==> config.mk <==
export PLATFORM = sky130hd
export DESIGN_NAME = dac_update_sched
export DESIGN_NICKNAME = d
export VERILOG_FILES = /design/src/rtl/dac_update_sched.sv
export SDC_FILE = /design/constraint.sdc
export NUM_CORES = 1
export LEC_CHECK = 0
export BUFFER_PORTS_ARGS = -buffer_cell sky130_fd_sc_hd__buf_2
export CAP_MARGIN = 25
export CORE_ASPECT_RATIO = 2
export CORE_UTILIZATION = 40
export DETAILED_ROUTE_END_ITERATION = 12
export GPL_TIMING_DRIVEN = 0
export PLACE_DENSITY = 0.73
export SETUP_SLACK_MARGIN = 0.1
export SKIP_LAST_GASP = 1
export SLEW_MARGIN = 20
export SYNTH_ARGS = -nofsm -noshare
export SYNTH_HDL_FRONTEND = slang
export SYNTH_SLANG_ARGS = --single-unit
export TNS_END_PERCENT = 100
==> constraint.sdc <==
create_clock -name clk_i -period 2.2 [get_ports clk_i]
set_input_delay 0.22 -clock clk_i [delete_from_list [all_inputs] [get_ports clk_i]]
set_output_delay 0.22 -clock clk_i [all_outputs]
set_load 0.02 [all_outputs]
==> src/rtl/dac_update_sched.sv <==
// Round-robin scheduler sharing one write-only SPI master among N_CH DAC requesters.
// Optional build macro DAC_SCHED_SKIP_DUP_EN suppresses frames identical to the last one sent on a channel.
module dac_update_sched #(
    parameter int N_CH    = 4,
    parameter int CODE_W  = 8,
    parameter int FRAME_W = 16,
    localparam int SEL_W  = $clog2(N_CH)
) (
    input  logic                   clk_i,
    input  logic                   arst_i,
    input  logic [N_CH-1:0]        req_i,
    input  logic [N_CH*CODE_W-1:0] code_i,
    input  logic [N_CH*2-1:0]      pd_i,
    output logic [N_CH-1:0]        busy_o,
    output logic [N_CH-1:0]        done_o,
    output logic [FRAME_W-1:0]     spi_data_o,
    output logic                   spi_wre_o,
    input  logic                   spi_rdy_i,
    output logic [SEL_W-1:0]       cs_sel_o
);

    typedef enum logic [1:0] {S_IDLE, S_ISSUE, S_WAIT_LO, S_WAIT_HI} state_t;

    state_t              r_state;
    logic [SEL_W-1:0]    r_ptr;
    logic [SEL_W-1:0]    r_sel;
    logic [N_CH-1:0]     r_pend;
    logic [N_CH-1:0]     r_flight;
    logic [N_CH-1:0]     r_done;
    logic [FRAME_W-1:0]  r_data;
    logic                r_wre;
    logic [CODE_W-1:0]   r_code [N_CH];
    logic [1:0]          r_pd   [N_CH];

    logic                w_any;
    logic [SEL_W-1:0]    w_gnt;
    logic [SEL_W-1:0]    w_ptr_nxt;
    logic                w_grant_en;
    logic [N_CH-1:0]     w_gnt_oh;
    logic [FRAME_W-1:0]  w_frame;
    logic                w_skip;

    // NOTE: request slots carry no reset; pend gates every read, so stale contents are never used.
    always_ff @(posedge clk_i) begin
        for (int k = 0; k < N_CH; k++) begin
            if (req_i[k]) begin
                r_code[k] <= code_i[k*CODE_W +: CODE_W];
                r_pd[k]   <= pd_i[k*2 +: 2];
            end
        end
    end

    // Scan from the highest offset down so the lowest offset from r_ptr is the last to win.
    always_comb begin
        w_any = 1'b0;
        w_gnt = '0;
        for (int i = N_CH - 1; i >= 0; i--) begin
            int idx;
            idx = int'(r_ptr) + i;
            if (idx >= N_CH) idx = idx - N_CH;
            if (r_pend[idx]) begin
                w_any = 1'b1;
                w_gnt = SEL_W'(idx);
            end
        end
    end

    assign w_ptr_nxt  = (w_gnt == SEL_W'(N_CH - 1)) ? '0 : w_gnt + 1'b1;
    assign w_grant_en = (r_state == S_IDLE) && w_any && spi_rdy_i;
    assign w_gnt_oh   = N_CH'(1) << w_gnt;
    assign w_frame    = FRAME_W'({2'b00, r_pd[w_gnt], r_code[w_gnt], 4'b0000});

`ifdef DAC_SCHED_SKIP_DUP_EN
    logic [CODE_W-1:0] r_last_code [N_CH];
    logic [1:0]        r_last_pd   [N_CH];
    logic [N_CH-1:0]   r_last_vld;

    assign w_skip = r_last_vld[w_gnt] && (r_last_code[w_gnt] == r_code[w_gnt])
                    && (r_last_pd[w_gnt] == r_pd[w_gnt]);

    // last_sent follows the frame actually on the wire, captured when it completes.
    always_ff @(posedge clk_i or posedge arst_i) begin
        if (arst_i) begin
            r_last_vld <= '0;
            for (int k = 0; k < N_CH; k++) begin
                r_last_code[k] <= '0;
                r_last_pd[k]   <= '0;
            end
        end else if (r_state == S_WAIT_HI && spi_rdy_i) begin
            r_last_vld[r_sel]  <= 1'b1;
            r_last_code[r_sel] <= r_data[4 +: CODE_W];
            r_last_pd[r_sel]   <= r_data[4 + CODE_W +: 2];
        end
    end
`else
    assign w_skip = 1'b0;
`endif

    // NOTE: all state here is non-blocking so every branch sees pre-edge values.
    always_ff @(posedge clk_i or posedge arst_i) begin
        if (arst_i) begin
            r_state  <= S_IDLE;
            r_ptr    <= '0;
            r_sel    <= '0;
            r_pend   <= '0;
            r_flight <= '0;
            r_done   <= '0;
            r_data   <= '0;
            r_wre    <= 1'b0;
        end else begin
            // A fresh request beats the grant clear so the new slot contents are sent later.
            r_pend <= (r_pend & ~(w_grant_en ? w_gnt_oh : '0)) | req_i;
            r_wre  <= 1'b0;
            r_done <= '0;
            case (r_state)
                S_IDLE: begin
                    if (w_grant_en) begin
                        r_ptr <= w_ptr_nxt;
                        if (w_skip) begin
                            r_done <= w_gnt_oh;
                        end else begin
                            r_sel    <= w_gnt;
                            r_data   <= w_frame;
                            r_flight <= w_gnt_oh;
                            r_wre    <= 1'b1;
                            r_state  <= S_ISSUE;
                        end
                    end
                end
                S_ISSUE:   r_state <= S_WAIT_LO;
                S_WAIT_LO: if (!spi_rdy_i) r_state <= S_WAIT_HI;
                S_WAIT_HI: begin
                    if (spi_rdy_i) begin
                        r_done   <= N_CH'(1) << r_sel;
                        r_flight <= '0;
                        r_state  <= S_IDLE;
                    end
                end
                default:   r_state <= S_IDLE;
            endcase
        end
    end

    assign busy_o     = r_pend | r_flight;
    assign done_o     = r_done;
    assign spi_data_o = r_data;
    assign spi_wre_o  = r_wre;
    assign cs_sel_o   = r_sel;

endmodule

==> metrics.md <==
| Metric | Value |
|---|---|
| Unrepaired setup endpoints after global routing | `yes` |
| Nets | `357` |
| Hold Crit Depth | `1` |
| Die H | `123 um` |
| Largest net degree at the start of global routing | `20` |
| Final Hold Viols | `0` |
| Final WS setup | `0.156 ns` |
| Initial Util | `41.6%` |
| Layout area overhead | `27.1%` |
| CTS max path bufs | `2` |
| Min-Delay Path Class | `input pin to flip-flop` |
| Initial antenna violation count | `0` |
| Worst slew pin tran | `0.646 ns` |
| Slew margin rel. | `56.8%` |
| Fin util | `52.9%` |
| Seq/Total Area, Yosys | `66.2%` |
| Via-per-instance ratio | `4.93` |
| CTS Sinks | `69` |
| H-tree depth | `3` |
| First-pass GRT wire length | `9380 um` |
| Final Cell Area | `3700 um2` |
| # diodes | `0` |
| CP Max Fanout | `10` |
| CTS Buf Count | `9` |
| Clk root buf | `clkbuf_16` |
| Most frequent cells in the layout | `buf_2 (68), edfxtp_1 (40), dfrtp_1 (29), nand2_1 (22), nor2_1 (17)` |
| Mapped Avg Cell Area | `13.3 um2` |
| Sequential share of power | `39.0%` |
| VDD IR max | `0.631 mV` |
| CTS tree | `yes` |
| Vias after detailed routing | `1967` |
| LEAKAGE | `1.60 nW` |
| Peak Freq | `489 MHz` |
| Drt total wl | `6020 um` |
| Die span in x | `62.3 um` |
| Ys flop type | `edfxtp_1` |
| Clock Power Share | `27.5%` |
| Row count | `43` |
| Core ar. | `6990 um2` |
| Status | `finished clean` |
| Io pins | `74` |
| Number of synthesized flops with an enable pin | `40` |
| Clock latency on the worst-skew pair | `0.33 ns` |
| # DRC | `0` |
| Async SR Flop Fraction | `42.0%` |
| Seq. cell area | `1930 um2` |
| Power density cells | `1260 nW/um2` |
| Hpwl dp | `4510 um` |
| Fin. max-slew vios | `0` |
| Final cycle utilization of the critical path | `92.9%` |
| Final setup fails | `0` |
| Crit path capture type | `flip-flop` |
| R2r worst-path depth | `8` |
| Cell Area, Placed | `3390 um2` |
| Layout cell share with drive strength beyond 1 | `36.6%` |
| Sw frac | `34.3%` |
| Minimum clock period | `2.04 ns` |
| Critical Path AT | `2.24 ns` |
| Footprint of the multi-input gates | `892 um2` |
| DRT iter0 DRCs | `48` |
| Final total negative setup slack | `0 ns` |
| R2R Setup Slk | `0.16 ns` |
| Total GRT Usage | `17.1%` |
| Crit path kind | `flip-flop to flip-flop` |
| WL/cell | `15.1 um` |
| Post-synthesis cell count | `219` |
| GP Congestion | `0.803` |
| Mapped cell area | `2910 um2` |
| Layout fillers | `651` |
| Synth unique cells | `39` |
| GR Overflow Total | `0` |
| Antenna-violating nets left | `0` |
| IO buf count | `67` |
| Commonest non-fill, non-tap cell in the layout | `buf_2` |
| Die area | `7640 um2` |
| Sw Pwr | `1.59 mW` |
| Worst clock skew | `0.00608 ns` |
| Max Cap Violations | `0` |
| Yosys reg bits | `69` |
| Logic pwr share | `33.5%` |
| P_int | `3.06 mW` |
| Pre-CTS setup slack | `0.0996 ns` |
| Ys Warns | `0` |
| Vias in the first global route | `1961` |
| Hold_ws | `0.0606 ns` |
| Dpl cells | `382` |
| CP required | `2.39 ns` |
| Worst Setup Start Kind | `flip-flop` |
| TritonRoute pass-1 iters | `4` |
| Total Power | `4.65 mW` |
| Fin cells | `399` |
| Clock-pin slew of the registers on the worst-case setup and hold paths | `0.05 ns` |
==> critical path, cell delays in order (launching register included) <==
cell and delay (ns):
dfrtp_1 0.45, mux2i_1 0.24, or2_0 0.12, and3_1 0.16
buf_6 0.14, clkinv_4 0.09, buf_12 0.15, a211oi_1 0.45
a211oi_1 0.10
==> layer usage <==
metal	wire, um	up-vias	track usage, %
met1	2070	936	15.5
met3	293	15	4.74
li1	-	950	-
met4	303	0	14.1
met2	3350	66	31.0
met5	0	-	0
==> cells by family (layout without fill, tap and decap cells) <==
logic type / Yosys count / after routing / synth area share, %
flops: 69 / 69 / 66.2
simple gates: 68 / 68 / 10.7
compound gates: 41 / 41 / 11.3
buf+inv: 22 / 107 / 4.90
mux: 12 / 12 / 4.17
fa+ha+maj: 6 / 6 / 2.58
other cells: 1 / 6 / 0.129
==> path summary, 6_finish.rpt <==
check | startpoint | endpoint
max | r_ptr[1]$_DFFE_PP0P_ | spi_data_o[7]$_DFFE_PP0P_
min | code_i[19] | r_code[2][3]$_DFFE_PP_
max reg2reg | r_ptr[1]$_DFFE_PP0P_ | spi_data_o[7]$_DFFE_PP0P_
min reg2reg | r_flight[3]$_DFFE_PP0P_ | r_flight[3]$_DFFE_PP0P_
max in group asynchronous | arst_i | spi_data_o[8]$_DFFE_PP0P_
min in group asynchronous | arst_i | done_o[1]$_DFF_PP0_
==> area by class of cell <==
| class | count | share of cell area [%] |
|---|---|---|
| inverters | 9 | 1.05 |
| clock inverters | 2 | 0.271 |
| multi-input cells | 133 | 24.1 |
| repair buffers | 69 | 9.74 |
| plain buffers | 13 | 2.81 |
| clock buffers | 14 | 6.87 |
| well taps | 90 | 3.04 |
| flip-flops and latches | 69 | 52.1 |
==> state kept, by name (all words and copies together), names as in the netlist <==
name        flops
spi_wre_o       1
r_flight        4
r_pd            8
r_state         2
cs_sel_o        2
done_o          4
r_ptr           2
spi_data_o     10
r_code         32
r_pend          4
==> cells in the mapped netlist, types with 2 or more instances <==
library cell	n	area share (%)
nand3_1	2	0.34
nor2_1	17	2.2
or2_2	4	0.86
a21o_1	5	1.3
nand2_1	22	2.8
o21ai_0	2	0.34
o31ai_1	2	0.52
a211oi_1	13	3.4
edfxtp_1	40	41
nor3_1	12	2.1
o21ai_1	2	0.34
inv_1	7	0.90
a211oi_2	7	3.0
ha_1	6	2.6
a21oi_1	5	0.86
dfrtp_1	29	25
nand2b_1	5	1.1
mux2i_1	11	3.8
buf_4	8	2.1
==> power by group through the flow <==
stage	sequential, mW	clock (mW)	combinational [mW]
2_1_floorplan	1.94	0	0.957
3_3_place_gp	1.83	0	1.48
3_5_place_dp	1.83	0	1.53
4_1_cts	1.81	1.31	1.54
5_1_grt	1.85	1.35	1.70
6_report	1.81	1.28	1.56
==> repair_timing <==
action | 4_1_cts | 5_1_grt
endpoints found under the setup margin | 1 | 7
hold buffers | 1 | 0
buffers inserted | 0 | 0
endpoints found under the hold margin | 10 | 0
gates resized for setup | 1 | 6
Power figures use the tool's default switching activity.
